$ cat config.mk
export PLATFORM = sky130hd
export DESIGN_NAME = kypd_scan_ctrl_flat
export DESIGN_NICKNAME = d
export VERILOG_FILES = /design/src/rtl/kypd_scan_ctrl_pkg.sv /design/src/rtl/kypd_scan_ctrl_if.sv /design/src/rtl/kypd_scan_ctrl_debounce.sv /design/src/rtl/kypd_scan_ctrl.sv /design/src/flat_wrapper.sv
export SDC_FILE = /design/constraint.sdc
export NUM_CORES = 1
export LEC_CHECK = 0
export ABC_CLOCK_PERIOD_IN_PS = 6700
export BUFFER_PORTS_ARGS = -buffer_cell sky130_fd_sc_hd__buf_2
export CORE_AREA = 2 2 95 97
export CTS_CLUSTER_SIZE = 40
export DETAILED_ROUTE_END_ITERATION = 10
export DIE_AREA = 0 0 97 99
export PLACE_DENSITY_LB_ADDON = 0.3
export SLEW_MARGIN = 10
export SYNTH_ARGS = -nofsm -noshare
export SYNTH_HDL_FRONTEND = slang
export SYNTH_SLANG_ARGS = --single-unit
$ cat constraint.sdc
create_clock -name clk -period 6.7 [get_ports clk]
set_input_delay 1.34 -clock clk [delete_from_list [all_inputs] [get_ports clk]]
set_output_delay 1.34 -clock clk [all_outputs]
set_load 0.005 [all_outputs]
$ cat src/rtl/kypd_scan_ctrl_pkg.sv
// kypd_pkg: shared constants, key map and scan-state type for the
// 4x4 keypad scan controller.
package kypd_pkg;

    localparam int KEY_W    = 4;
    localparam int NUM_ROWS = 4;
    localparam int NUM_COLS = 4;
    localparam int NUM_KEYS = NUM_ROWS * NUM_COLS;

    // Key legend, indexed {row,col}, rows top-down, columns left-right.
    localparam logic [KEY_W-1:0] KEY_MAP [0:NUM_KEYS-1] = '{
        4'h1, 4'h2, 4'h3, 4'hA,
        4'h4, 4'h5, 4'h6, 4'hB,
        4'h7, 4'h8, 4'h9, 4'hC,
        4'h0, 4'hF, 4'hE, 4'hD
    };

    typedef enum logic {
        SCAN_COL,
        SCAN_EVAL
    } scan_state_e;

    // Number of keys down in a frame.
    function automatic logic [4:0] key_count(input logic [NUM_KEYS-1:0] f);
        logic [4:0] n;
        n = '0;
        for (int i = 0; i < NUM_KEYS; i++) begin
            n = n + {4'd0, f[i]};
        end
        return n;
    endfunction

    // Legend of a key down in a frame; frames are laid out {col,row}.
    function automatic logic [KEY_W-1:0] frame_code(input logic [NUM_KEYS-1:0] f);
        logic [KEY_W-1:0] code;
        code = '0;
        for (int c = 0; c < NUM_COLS; c++) begin
            for (int r = 0; r < NUM_ROWS; r++) begin
                if (f[c*NUM_ROWS + r]) begin
                    code = KEY_MAP[r*NUM_COLS + c];
                end
            end
        end
        return code;
    endfunction

endpackage

$ cat src/rtl/kypd_scan_ctrl_if.sv
// kypd_scan_ctrl_if: key event valid/ready channel from the
// scan controller to the code-entry logic.
interface kypd_scan_ctrl_if;
    import kypd_pkg::*;

    logic             key_valid;
    logic [KEY_W-1:0] key_code;
    logic             key_ready;

    modport master (output key_valid, output key_code, input key_ready);
    modport slave  (input key_valid, input key_code, output key_ready);

endinterface

$ cat src/rtl/kypd_scan_ctrl_debounce.sv
// kypd_debounce: accepts a frame once it has been seen unchanged for
// DEBOUNCE_SCANS consecutive scans; pulses upd_o when the stable frame changes.
module kypd_debounce
    import kypd_pkg::*;
#(
    parameter int DEBOUNCE_SCANS = 4
) (
    input  logic                clk,
    input  logic                rst_n,
    input  logic [NUM_KEYS-1:0] frame_i,
    input  logic                strobe_i,
    output logic [NUM_KEYS-1:0] stable_o,
    output logic                upd_o
);

    localparam int CW = $clog2(DEBOUNCE_SCANS + 1);
    localparam logic [CW-1:0] CMAX = CW'(DEBOUNCE_SCANS);

    logic [NUM_KEYS-1:0] prev_q, prev_d;
    logic [NUM_KEYS-1:0] stable_q, stable_d;
    logic [CW-1:0]       cnt_q, cnt_d;
    logic                upd_q, upd_d;

    // Count identical frames and promote one to stable when the run is long enough.
    always_comb begin
        prev_d   = prev_q;
        stable_d = stable_q;
        cnt_d    = cnt_q;
        upd_d    = 1'b0;
        if (strobe_i) begin
            prev_d = frame_i;
            if (frame_i == prev_q) begin
                cnt_d = (cnt_q == CMAX) ? cnt_q : cnt_q + 1'b1;
            end else begin
                cnt_d = CW'(1);
            end
            if (cnt_d == CMAX && frame_i != stable_q) begin
                stable_d = frame_i;
                upd_d    = 1'b1;
            end
        end
    end

    // Debounce history registers.
    always_ff @(posedge clk or negedge rst_n) begin
        if (!rst_n) begin
            prev_q   <= '0;
            stable_q <= '0;
            cnt_q    <= '0;
            upd_q    <= 1'b0;
        end else begin
            prev_q   <= prev_d;
            stable_q <= stable_d;
            cnt_q    <= cnt_d;
            upd_q    <= upd_d;
        end
    end

    assign stable_o = stable_q;
    assign upd_o    = upd_q;

endmodule

$ cat src/rtl/kypd_scan_ctrl.sv
// kypd_scan_ctrl: 4x4 keypad column scanner, debouncer and key-event source.
// Define KYPD_DIGIT_SHIFT_EN to add the num digit shift register output.
module kypd_scan_ctrl
    import kypd_pkg::*;
#(
    parameter int SETTLE_CYCLES  = 100000,
    parameter int DEBOUNCE_SCANS = 4
) (
    input  logic                     clk,
    input  logic                     rst_n,
    output logic [NUM_COLS-1:0]      col_n,
    input  logic [NUM_ROWS-1:0]      row_n,
    kypd_scan_ctrl_if.master         kif,
    output logic                     key_held,
    output logic                     multi_err,
    output logic                     overrun
`ifdef KYPD_DIGIT_SHIFT_EN
    ,
    output logic [27:0]              num
`endif
);

    localparam int CNT_W = $clog2(SETTLE_CYCLES);
    localparam logic [CNT_W-1:0] CNT_MAX = CNT_W'(SETTLE_CYCLES - 1);

    logic [NUM_ROWS-1:0] sync1_q, sync2_q;
    logic [CNT_W-1:0]    cnt_q, cnt_d;
    logic [1:0]          col_q, col_d;
    logic [NUM_KEYS-1:0] frame_q, frame_d;
    scan_state_e         state_q, state_d;

    logic [NUM_KEYS-1:0] stable;
    logic                upd;

    logic [NUM_KEYS-1:0] last_q, last_d;
    logic                held_q, held_d;
    logic                multi_q, multi_d;
    logic                ovr_q, ovr_d;
    logic                valid_q, valid_d;
    logic [KEY_W-1:0]    code_q, code_d;
    logic [4:0]          pop;
    logic                ev;
    logic                accept;

    // Two-flop synchroniser for the asynchronous row lines.
    always_ff @(posedge clk or negedge rst_n) begin
        if (!rst_n) begin
            sync1_q <= '1;
            sync2_q <= '1;
        end else begin
            sync1_q <= row_n;
            sync2_q <= sync1_q;
        end
    end

    // Column window timing, row sampling and end-of-frame evaluation flag.
    always_comb begin
        state_d = SCAN_COL;
        cnt_d   = cnt_q + 1'b1;
        col_d   = col_q;
        frame_d = frame_q;
        if (cnt_q == CNT_MAX) begin
            cnt_d = '0;
            col_d = col_q + 2'd1;
            for (int r = 0; r < NUM_ROWS; r++) begin
                frame_d[int'(col_q)*NUM_ROWS + r] = ~sync2_q[r];
            end
            if (col_q == 2'd3) begin
                state_d = SCAN_EVAL;
            end
        end
    end

    // Scan state registers.
    always_ff @(posedge clk or negedge rst_n) begin
        if (!rst_n) begin
            state_q <= SCAN_COL;
            cnt_q   <= '0;
            col_q   <= '0;
            frame_q <= '0;
        end else begin
            state_q <= state_d;
            cnt_q   <= cnt_d;
            col_q   <= col_d;
            frame_q <= frame_d;
        end
    end

    assign col_n = ~(4'b0001 << col_q);

    kypd_debounce #(
        .DEBOUNCE_SCANS (DEBOUNCE_SCANS)
    ) u_debounce (
        .clk      (clk),
        .rst_n    (rst_n),
        .frame_i  (frame_q),
        .strobe_i (state_q == SCAN_EVAL),
        .stable_o (stable),
        .upd_o    (upd)
    );

    assign pop    = key_count(stable);
    assign ev     = upd && (last_q == '0) && (pop == 5'd1);
    assign accept = valid_q && kif.key_ready;

    // Event detection and the one-entry handshake buffer.
    always_comb begin
        last_d  = last_q;
        held_d  = held_q;
        multi_d = 1'b0;
        ovr_d   = 1'b0;
        valid_d = valid_q;
        code_d  = code_q;
        if (upd) begin
            last_d  = stable;
            held_d  = (pop == 5'd1);
            multi_d = (pop >= 5'd2);
        end
        if (ev) begin
            if (!valid_q || accept) begin
                valid_d = 1'b1;
                code_d  = frame_code(stable);
            end else begin
                ovr_d = 1'b1;
            end
        end else if (accept) begin
            valid_d = 1'b0;
        end
    end

    // Event and handshake registers.
    always_ff @(posedge clk or negedge rst_n) begin
        if (!rst_n) begin
            last_q  <= '0;
            held_q  <= 1'b0;
            multi_q <= 1'b0;
            ovr_q   <= 1'b0;
            valid_q <= 1'b0;
            code_q  <= '0;
        end else begin
            last_q  <= last_d;
            held_q  <= held_d;
            multi_q <= multi_d;
            ovr_q   <= ovr_d;
            valid_q <= valid_d;
            code_q  <= code_d;
        end
    end

    assign kif.key_valid = valid_q;
    assign kif.key_code  = code_q;
    assign key_held      = held_q;
    assign multi_err     = multi_q;
    assign overrun       = ovr_q;

`ifdef KYPD_DIGIT_SHIFT_EN
    logic [27:0] num_q, num_d;

    // Shift accepted digits in from the right; F clears the number.
    always_comb begin
        num_d = num_q;
        if (accept) begin
            num_d = (code_q == 4'hF) ? 28'h0 : {num_q[23:0], code_q};
        end
    end

    // Digit shift register.
    always_ff @(posedge clk or negedge rst_n) begin
        if (!rst_n) begin
            num_q <= '0;
        end else begin
            num_q <= num_d;
        end
    end

    assign num = num_q;
`endif

endmodule
$ cat src/flat_wrapper.sv
// flat-port wrapper written by rule: the top's interface ports become plain ports
module kypd_scan_ctrl_flat import kypd_pkg::*;
#(
    parameter int SETTLE_CYCLES  = 100000,
    parameter int DEBOUNCE_SCANS = 4
)
  (clk, rst_n, col_n, row_n, key_held, multi_err, overrun, kif_key_valid, kif_key_code, kif_key_ready);
  kypd_scan_ctrl_if kif_i ();
  input  logic clk;
  input  logic rst_n;
  output logic [NUM_COLS-1:0] col_n;
  input  logic [NUM_ROWS-1:0] row_n;
  output logic key_held;
  output logic multi_err;
  output logic overrun;
  output wire logic [$bits(kif_i.key_valid)-1:0] kif_key_valid;
  output wire logic [$bits(kif_i.key_code)-1:0] kif_key_code;
  input wire logic [$bits(kif_i.key_ready)-1:0] kif_key_ready;
  assign kif_key_valid = kif_i.key_valid;
  assign kif_key_code = kif_i.key_code;
  assign kif_i.key_ready = kif_key_ready;
  kypd_scan_ctrl #(.SETTLE_CYCLES(SETTLE_CYCLES), .DEBOUNCE_SCANS(DEBOUNCE_SCANS)) u_core (.clk(clk), .rst_n(rst_n), .col_n(col_n), .row_n(row_n), .kif(kif_i), .key_held(key_held), .multi_err(multi_err), .overrun(overrun));
endmodule
==> results_tabular.tex, run 1 <==
\begin{tabular}{lr}
\hline
Metric & Value \\
\hline
\multicolumn{2}{l}{\textbf{Critical path}} \\
Dominant cell type by count on the critical path & sky130\_fd\_sc\_hd\_\_fa\_1 \\
Critical path class & reg -> reg \\
Worst stage delay on the critical path & 0.52 ns \\
Top delay family on crit path & adder cells \\
Cell-by-cell listing of the critical path & inv\_1 > ha\_1 > fa\_1 > inv\_1 > fa\_1 > fa\_1 > inv\_1 > fa\_1 > fa\_1 > fa\_1 > nor4b\_1 > o21ai\_1 > or2\_2 > nor2b\_4 > mux2\_2 \\
Startpoint Class & flop \\
Data arrival time of the worst path & 5.49 ns \\
Critical path endpoint category & flop \\
Worst Path Max Fanout & 5 \\
Required time of the critical path & 6.96 ns \\
Number of buffer and inverter stages on the critical path & 3 \\
Slowest stage cell, crit path & sky130\_fd\_sc\_hd\_\_fa\_1 \\
\multicolumn{2}{l}{\textbf{Routing}} \\
WL met3 & 243 um \\
Routed Wire Length & 8920 um \\
Antenna-violating nets left & 0 \\
Routed wire per std cell & 15.6 um \\
Highest metal layer used by the detailed router & met4 \\
Wire length on met2 & 4410 um \\
First-pass DRT Iterations & 4 \\
Number of DRC violations after detailed-routing iteration 0 & 81 \\
Avg Vias per Cell & 5.50 \\
Residual DRC count & 0 \\
Detailed-route wire length on metal 1 & 4120 um \\
Vias after detailed routing & 3138 \\
\multicolumn{2}{l}{\textbf{Clocking}} \\
Clock buffers created by TritonCTS & 9 \\
Count of clock tree sinks & 104 \\
Root buffer cell & sky130\_fd\_sc\_hd\_\_clkbuf\_8 \\
Latest clock arrival within the worst-skew pair & 0.37 ns \\
CTS H-tree lvls & 3 \\
Setup bufs post-CTS & 0 \\
Maximum count of clock buffers along a single path & 2 \\
Cells resized by post-CTS repair & 0 \\
Post-CTS Hold Buffers & 0 \\
Clock-pin slew on the worst setup and hold paths & 0.10 ns \\
TritonCTS clock tree & yes \\
\multicolumn{2}{l}{\textbf{Pwr}} \\
Switching fraction of total power & 22.2\% \\
Proportion of power drawn by the clock network & 38.0\% \\
Leakage Power & 2.68 nW \\
Power density normalized to cell area & 195 nW/um\^{}2 \\
Worst VDD drop & 158 uV \\
Proportion of power drawn by flip-flops and latches & 60.7\% \\
Fraction of power consumed by combinational cells & 1.3\% \\
Switching power total & 0.231 mW \\
Internal & 0.812 mW \\
\multicolumn{2}{l}{\textbf{Flow run}} \\
Max Cap Viol & 0 \\
\multicolumn{2}{l}{\textbf{Timing}} \\
Measured slew at the worst slew-check pin & 0.955 ns \\
Final worst path period need & 5.23 ns \\
Max Transition Viols Final & 0 \\
Relative slew slack & 36.3\% \\
Post-route worst hold slack & 0.362 ns \\
Final Hold Violating Endpoints & 0 \\
Final critical-path share of the clock period & 78.1\% \\
Setup Total Neg Slack & 0 ns \\
Setup Skew & 0.0109 ns \\
RSZ-0062 raised after global routing & no \\
Setup violators final & 0 \\
Peak clock frequency supported by timing & 191 MHz \\
\multicolumn{2}{l}{\textbf{Die}} \\
Row count & 34 \\
Top-level I/O count & 19 \\
Area enclosed by the die boundary & 9600 um\^{}2 \\
Die Y & 99 um \\
Effective utilization at floorplan & 58.2\% \\
Horizontal extent of the die & 97 um \\
Std-Cell Core Area & 8550 um\^{}2 \\
\multicolumn{2}{l}{\textbf{Logic synthesis}} \\
Number of distinct standard cells referenced by the synthesized netlist & 43 \\
Yosys warning count & 0 \\
Portion of synthesized cell area occupied by the leading cell type & 48.3\% \\
Yosys reg bits & 104 \\
Fraction of registers with async set/reset & 100\% \\
Number of synthesized flops with an enable pin & 0 \\
Biggest area consumer among synthesized cells & sky130\_fd\_sc\_hd\_\_dfrtp\_1 \\
Commonest cells in the synthesized netlist & sky130\_fd\_sc\_hd\_\_dfrtp\_1, sky130\_fd\_sc\_hd\_\_nand2\_1, sky130\_fd\_sc\_hd\_\_mux2\_2 \\
Post-Synthesis Cells & 438 \\
Area contributors post-synth & sky130\_fd\_sc\_hd\_\_dfrtp\_1, sky130\_fd\_sc\_hd\_\_mux2\_2, sky130\_fd\_sc\_hd\_\_xor2\_1, sky130\_fd\_sc\_hd\_\_dfstp\_2, sky130\_fd\_sc\_hd\_\_nand2\_1 \\
Synthesized cell area & 4980 um\^{}2 \\
Mean area per synthesized cell & 11.4 um\^{}2 \\
Nets in the synthesized netlist & 468 \\
Prevailing post-synth register cell & sky130\_fd\_sc\_hd\_\_dfrtp\_1 \\
Sequential fraction of the synthesis area & 52.5\% \\
Most repeated cell in the gate-level netlist after synthesis & sky130\_fd\_sc\_hd\_\_dfrtp\_1 \\
\multicolumn{2}{l}{\textbf{Placed design}} \\
Placer congestion estimate & 0.855 \\
Placement Cell Area & 5150 um\^{}2 \\
Count of placed standard cells including taps & 555 \\
Dpl hpwl & 6390 um \\
Number of buffers inserted by port buffering & 18 \\
\multicolumn{2}{l}{\textbf{Finish}} \\
Layout Area Growth over Synthesis & 7.49\% \\
Count of nets after finishing & 488 \\
Finished Core Util & 62.6\% \\
Cell Count, Final, Fillers Out & 571 \\
Share of cells above drive strength 1 & 20.3\% \\
Number of inserted diodes & 0 \\
Final Instance Area & 5350 um\^{}2 \\
\multicolumn{2}{l}{\textbf{Min path}} \\
Worst Hold Class & reg -> reg \\
\multicolumn{2}{l}{\textbf{GRT}} \\
Global route total overflow & 0 \\
Maximum number of pins on one net before global-route repair & 79 \\
Number of antenna violations at the first check in global routing & 0 \\
Vias in the first global route & 3274 \\
First-pass GRT wire length & 15700 um \\
Overall global routing resource usage & 20.6\% \\
\multicolumn{2}{l}{\textbf{Run status}} \\
Run status & finished, final reports clean \\
\hline
\end{tabular}
cell families (layout without fill, tap and decap cells):
family	count (synthesis)	in the layout	synth area share, %
flops	104	104	52.5
buf+inv	47	72	4.25
mux	36	36	8.15
fa+ha+maj	23	23	7.29
xor+xnor	48	48	8.45
compound gates	51	51	5.96
simple gates	129	129	13.4
flip-flops by register name, indices dropped and copies added, names as in the netlist:
| name | count |
|---|---|
| u_core.last_q | 16 |
| u_core.kif.key_valid | 1 |
| u_core.u_debounce.stable_o | 16 |
| u_core.sync1_q | 4 |
| u_core.key_held | 1 |
| u_core.u_debounce.prev_q | 16 |
| u_core.u_debounce.cnt_q | 3 |
| u_core.state_q | 1 |
| u_core.sync2_q | 4 |
| u_core.u_debounce.upd_o | 1 |
| u_core.kif.key_code | 4 |
| u_core.overrun | 1 |
| u_core.cnt_q | 17 |
| u_core.col_q | 2 |
| u_core.frame_q | 16 |
| u_core.multi_err | 1 |
power by group through the flow:
stage	Combinational [mW]	Clock, mW	Sequential, mW
after detailed placement	0.0149	0	0.646
after CTS	0.0149	0.407	0.634
after global routing	0.0167	0.433	0.634
final	0.0138	0.396	0.634
after floorplan	0.0000898	0	0.645
after global placement	0.0148	0	0.646
layout make-up:
type / instances / area, um^2
Fill cell: 670 / 3200
Sequential cell: 104 / 2610
Multi-Input combinational cell: 287 / 2150
Tap cell: 108 / 135
Inverter: 35 / 131
Clock buffer: 10 / 128
Timing Repair Buffer: 21 / 115
Clock inverter: 6 / 75.1
per-stage QoR:
step	total power, mW	worst slack, ns
global placement	0.661	1.65
floorplan	0.645	1.80
CTS	1.06	1.50
global route	1.08	1.16
detailed placement	0.661	1.50
finish	1.04	1.47
worst reg2reg max path: cells and delay by family (launching register included):
family / cells / cell delay, ns
compound gates: 1 / 0.15
buf+inv: 3 / 0.20
mux: 1 / 0.35
simple gates: 3 / 0.95
flops: 1 / 0.45
fa+ha+maj: 7 / 3.03
per-layer routing:
| layer | global-route usage [%] | vias to the layer above |
|---|---|---|
| met3 | 3.83 | 13 |
| met1 | 26.7 | 1563 |
| met5 | 0 | - |
| li1 | - | 1516 |
| met2 | 35.2 | 46 |
| met4 | 6.93 | 0 |
placed cells by master, fill, tap and decap left out, types with 3 or more instances in the layout:
cell and n:
sky130_fd_sc_hd__dfrtp_1 96, sky130_fd_sc_hd__nand2_1 55, sky130_fd_sc_hd__mux2_2 36, sky130_fd_sc_hd__inv_1 35, sky130_fd_sc_hd__xor2_1 25, sky130_fd_sc_hd__xnor2_1 23
sky130_fd_sc_hd__o21ai_1 20, sky130_fd_sc_hd__buf_2 17, sky130_fd_sc_hd__nor2_1 15, sky130_fd_sc_hd__ha_1 13, sky130_fd_sc_hd__nand3_1 12, sky130_fd_sc_hd__o21ai_0 10
sky130_fd_sc_hd__fa_1 10, sky130_fd_sc_hd__nor4_1 9, sky130_fd_sc_hd__clkbuf_8 9, sky130_fd_sc_hd__nand4_1 8, sky130_fd_sc_hd__a21oi_1 8, sky130_fd_sc_hd__dfstp_2 8
sky130_fd_sc_hd__nand2_2 4, sky130_fd_sc_hd__and3_1 4, sky130_fd_sc_hd__nor3_1 4, sky130_fd_sc_hd__buf_4 4, sky130_fd_sc_hd__or3_1 3, sky130_fd_sc_hd__o21ai_2 3
sky130_fd_sc_hd__o41ai_1 3
path summary, 6_finish.rpt:
path | endpoint | start | depth (start not counted) | slack, ns
setup / recovery | u_core.kif.key_code[0] | u_core.u_debounce.stable_o[1] | 15 | 1.47
min in group asynchronous | u_core.last_q[0] | rst_n | 1 | 0.87
hold / removal | u_core.sync2_q[1] | u_core.sync1_q[1] | 0 | 0.36
hold reg to reg | u_core.sync2_q[1] | u_core.sync1_q[1] | 0 | 0.36
max in group asynchronous | u_core.last_q[15] | rst_n | 2 | 4.57
setup reg to reg | u_core.kif.key_code[0] | u_core.u_debounce.stable_o[1] | 15 | 1.47
No activity file was read; power rests on OpenSTA's default activity.
==> inputs of run 2 (changes only) <==
--- a/config.mk
+++ b/config.mk
@@ -5,12 +5,12 @@
 export SDC_FILE = /design/constraint.sdc
 export NUM_CORES = 1
 export LEC_CHECK = 0
-export ABC_CLOCK_PERIOD_IN_PS = 6700
+export ABC_CLOCK_PERIOD_IN_PS = 4800
 export BUFFER_PORTS_ARGS = -buffer_cell sky130_fd_sc_hd__buf_2
-export CORE_AREA = 2 2 95 97
+export CORE_AREA = 2 2 98 100
 export CTS_CLUSTER_SIZE = 40
 export DETAILED_ROUTE_END_ITERATION = 10
-export DIE_AREA = 0 0 97 99
+export DIE_AREA = 0 0 100 102
 export PLACE_DENSITY_LB_ADDON = 0.3
 export SLEW_MARGIN = 10
 export SYNTH_ARGS = -nofsm -noshare
==> constraint.sdc (replaced) <==
create_clock -name clk -period 4.8 [get_ports clk]
set_input_delay 0.96 -clock clk [delete_from_list [all_inputs] [get_ports clk]]
set_output_delay 0.96 -clock clk [all_outputs]
set_load 0.005 [all_outputs]
==> run 2 against run 1 <==
  * The run now ends with negative setup slack left
  * Core utilization is 2.6 points lower
  * Non-clock buffer count is 9 higher
  * Global-route usage is 0.81 points lower
  * Count of clock-buffer cells in the layout stayed put
  * Critical endpoint is now u_core.kif.key_code[2]
  * Combinational power is 39% higher
  * Largest cell class unchanged
  * Via count is 0.38% higher
  * Die area is 6.2% higher
==> results_tabular.tex, run 2 (synthesis gave the netlist of run 1 again) <==
\begin{tabular}{lr}
\hline
Metric & Value \\
\hline
\multicolumn{2}{l}{\textbf{Run status}} \\
Run status & finished, violations left \\
Violations in the final reports & negative setup slack \\
\multicolumn{2}{l}{\textbf{Clocking}} \\
Latest clock arrival within the worst-skew pair & 0.38 ns (about the same) \\
Post-CTS Hold Buffers & 0 (unchanged) \\
Clock buffers created by TritonCTS & 9 (unchanged) \\
Maximum count of clock buffers along a single path & 2 (unchanged) \\
TritonCTS clock tree & yes \\
CTS H-tree lvls & 3 (unchanged) \\
Root buffer cell & sky130\_fd\_sc\_hd\_\_clkbuf\_8 \\
Count of clock tree sinks & 104 (unchanged) \\
Clock-pin slew on the worst setup and hold paths & 0.11 ns (about the same) \\
\multicolumn{2}{l}{\textbf{Timing}} \\
Max Transition Viols Final & 0 (unchanged) \\
Setup Total Neg Slack & -0.174 ns (-0.174 ns) \\
Final worst path period need & 4.86 ns (-0.371 ns) \\
Final Hold Violating Endpoints & 0 (unchanged) \\
Relative slew slack & 35.2\% (-1.1 points) \\
Peak clock frequency supported by timing & 206 MHz (+7.6\%) \\
Setup violators final & 4 (+4) \\
Minimum setup slack in the final design & -0.0603 ns (-1.53 ns) \\
Setup Skew & 0.0167 ns (+0.00583 ns) \\
RSZ-0062 raised after global routing & yes \\
Measured slew at the worst slew-check pin & 0.971 ns (+0.0166 ns) \\
Final critical-path share of the clock period & 101\% (+23 points) \\
\multicolumn{2}{l}{\textbf{GRT}} \\
Global route total overflow & 0 (unchanged) \\
Number of antenna violations at the first check in global routing & 0 (unchanged) \\
Vias in the first global route & 3157 (-3.6\%) \\
Overall global routing resource usage & 19.8\% (-0.81 points) \\
First-pass GRT wire length & 15400 um (-2.2\%) \\
Maximum number of pins on one net before global-route repair & 75 (-5.1\%) \\
\multicolumn{2}{l}{\textbf{Finish}} \\
Count of nets after finishing & 497 (+1.8\%) \\
Number of fillers in the final layout & 740 (+10\%) \\
Flip-flop count of the largest register after layout & 17 (unchanged) \\
Most frequent standard cell in the layout excluding fill and tap cells & sky130\_fd\_sc\_hd\_\_dfrtp\_1 \\
Number of inserted diodes & 0 (unchanged) \\
Most flop-heavy register & u\_core.cnt\_q \\
Share of cells above drive strength 1 & 22.9\% (+2.6 points) \\
Layout Area Growth over Synthesis & 9.71\% \\
Cell Count, Final, Fillers Out & 583 (+2.1\%) \\
Leading cell types in the layout, fill and taps excluded & sky130\_fd\_sc\_hd\_\_dfrtp\_1, sky130\_fd\_sc\_hd\_\_nand2\_1, sky130\_fd\_sc\_hd\_\_mux2\_2, sky130\_fd\_sc\_hd\_\_inv\_1, sky130\_fd\_sc\_hd\_\_xor2\_1 \\
\multicolumn{2}{l}{\textbf{Min path}} \\
Destination of the worst hold path & u\_core.sync2\_q[2] \\
Startpoint of the lowest-slack hold path & u\_core.sync1\_q[2] \\
Worst Hold Class & reg -> reg \\
Hold Path Cell Cnt & 0 (unchanged) \\
\multicolumn{2}{l}{\textbf{Die}} \\
Effective utilization at floorplan & 54.6\% (-3.6 points) \\
Area enclosed by the die boundary & 10200 um\^{}2 (+6.2\%) \\
Top-level I/O count & 19 (unchanged) \\
Std-Cell Core Area & 9110 um\^{}2 (+6.5\%) \\
Horizontal extent of the die & 100 um (+3.1\%) \\
Die Y & 102 um (+3.0\%) \\
Row count & 35 (+2.9\%) \\
\multicolumn{2}{l}{\textbf{Pwr}} \\
Leakage Power & 2.74 nW (+2.1\%) \\
Fraction of power consumed by combinational cells & 1.3\% (about the same) \\
Worst VDD drop & 238 uV (+50\%) \\
Proportion of power drawn by the clock network & 38.9\% (+0.9 points) \\
Switching fraction of total power & 22.9\% (+0.69 points) \\
Power density normalized to cell area & 271 nW/um\^{}2 (+39\%) \\
Proportion of power drawn by flip-flops and latches & 59.8\% (-0.9 points) \\
Switching power total & 0.338 mW (+46\%) \\
Internal & 1.14 mW (+40\%) \\
\multicolumn{2}{l}{\textbf{Critical path}} \\
Cell-by-cell listing of the critical path & inv\_2 > ha\_4 > fa\_1 > inv\_2 > fa\_1 > fa\_1 > inv\_1 > fa\_1 > fa\_2 > fa\_1 > nor4b\_2 > o21ai\_1 > or2\_4 > nor2b\_4 > mux2\_2 \\
Dominant cell type by count on the critical path & sky130\_fd\_sc\_hd\_\_fa\_1 \\
Total stage count of the critical path & 15 (unchanged) \\
Startpoint Class & flop \\
Critical path class & reg -> reg \\
Number of buffer and inverter stages on the critical path & 3 (unchanged) \\
Worst r2r src & u\_core.u\_debounce.stable\_o[1] \\
Reg2reg path depth & 15 (unchanged) \\
Worst stage delay on the critical path & 0.52 ns (about the same) \\
Worst reg2reg endpoint & u\_core.kif.key\_code[2] \\
Required time of the critical path & 5.06 ns (-1.90 ns) \\
Top delay family on crit path & adder cells \\
Data arrival time of the worst path & 5.12 ns (-0.37 ns) \\
Slowest stage cell, crit path & sky130\_fd\_sc\_hd\_\_fa\_1 \\
Critical path endpoint category & flop \\
Worst Path Max Fanout & 4 (-1) \\
Setup slack, reg-to-reg & -0.06 ns (-1.53 ns) \\
\multicolumn{2}{l}{\textbf{Routing}} \\
Avg Vias per Cell & 5.40 (-1.7\%) \\
Number of DRC violations after detailed-routing iteration 0 & 133 (+64\%) \\
Residual DRC count & 0 (unchanged) \\
Routed Wire Length & 9000 um (+0.90\%) \\
First-pass DRT Iterations & 5 (+1) \\
Routed wire per std cell & 15.4 um (-1.2\%) \\
Vias after detailed routing & 3150 (+0.38\%) \\
Antenna-violating nets left & 0 (unchanged) \\
\multicolumn{2}{l}{\textbf{Placed design}} \\
Placer congestion estimate & 0.879 (+2.8\%) \\
Pre-CTS WS & -0.156 ns (-1.65 ns) \\
Dpl hpwl & 6500 um (+1.8\%) \\
Number of buffers inserted by port buffering & 18 (unchanged) \\
Count of placed standard cells including taps & 566 (+2.0\%) \\
\multicolumn{2}{l}{\textbf{Flow run}} \\
Max Cap Viol & 0 (unchanged) \\
\hline
\end{tabular}
## run 2: power groups by stage
stage / sequential, mW / combinational, mW / clock [mW]
final: 0.884 / 0.0192 / 0.574
after global routing: 0.885 / 0.0236 / 0.629
after CTS: 0.885 / 0.0209 / 0.590
after detailed placement: 0.902 / 0.0206 / 0
after global placement: 0.901 / 0.0205 / 0
after floorplan: 0.901 / 0.000125 / 0
## run 2: layer usage
metal	track usage [%]	wire, um	part of all wire, %
met1	25.8	4120	46
met2	31.6	4320	48
met3	6.02	367	4.1
met4	7.06	190	2.1
met5	0	0	0
## run 2: metrics by stage
step | power, mW | area [um^2] | hold WS (ns) | util [%]
after detailed placement | 0.922 | 5220 | 0.351 | 57.3
final | 1.48 | 5460 | 0.364 | 59.9
after floorplan | 0.901 | 4980 | 0.345 | -
after global routing | 1.54 | 5460 | 0.369 | 59.9
after global placement | 0.922 | 5220 | 0.345 | 57.3
after CTS | 1.50 | 5460 | 0.367 | 59.9
## run 2: worst max path at each step
stage | from | slack (ns) | to
2_1_floorplan | u_core.u_debounce.stable_o[1] | 0.01 | u_core.kif.key_code[0]
3_3_place_gp | u_core.u_debounce.stable_o[0] | -0.08 | u_core.kif.key_code[2]
4_1_cts | u_core.u_debounce.stable_o[1] | -0.06 | u_core.kif.key_code[2]
6_report | u_core.u_debounce.stable_o[1] | -0.06 | u_core.kif.key_code[2]
5_1_grt | u_core.u_debounce.stable_o[1] | -0.26 | u_core.kif.key_code[2]
3_5_place_dp | u_core.u_debounce.stable_o[1] | -0.16 | u_core.kif.key_code[2]
## run 2: repair_timing
action                                 4_1_cts  5_1_grt
endpoints found under the hold margin        0        0
setup endpoints to repair                    4        4
gates resized for setup                      5        0
buffers inserted                             1        0
## run 2: layout make-up
cell class | count | area [um^2] | area share (%)
well taps | 111 | 139 | 2.54
flip-flops and latches | 104 | 2610 | 47.9
inverters | 35 | 131 | 2.41
clock buffers | 10 | 128 | 2.34
clock inverters | 6 | 86.3 | 1.58
repair buffers | 30 | 183 | 3.35
multi-input cells | 287 | 2180 | 39.9
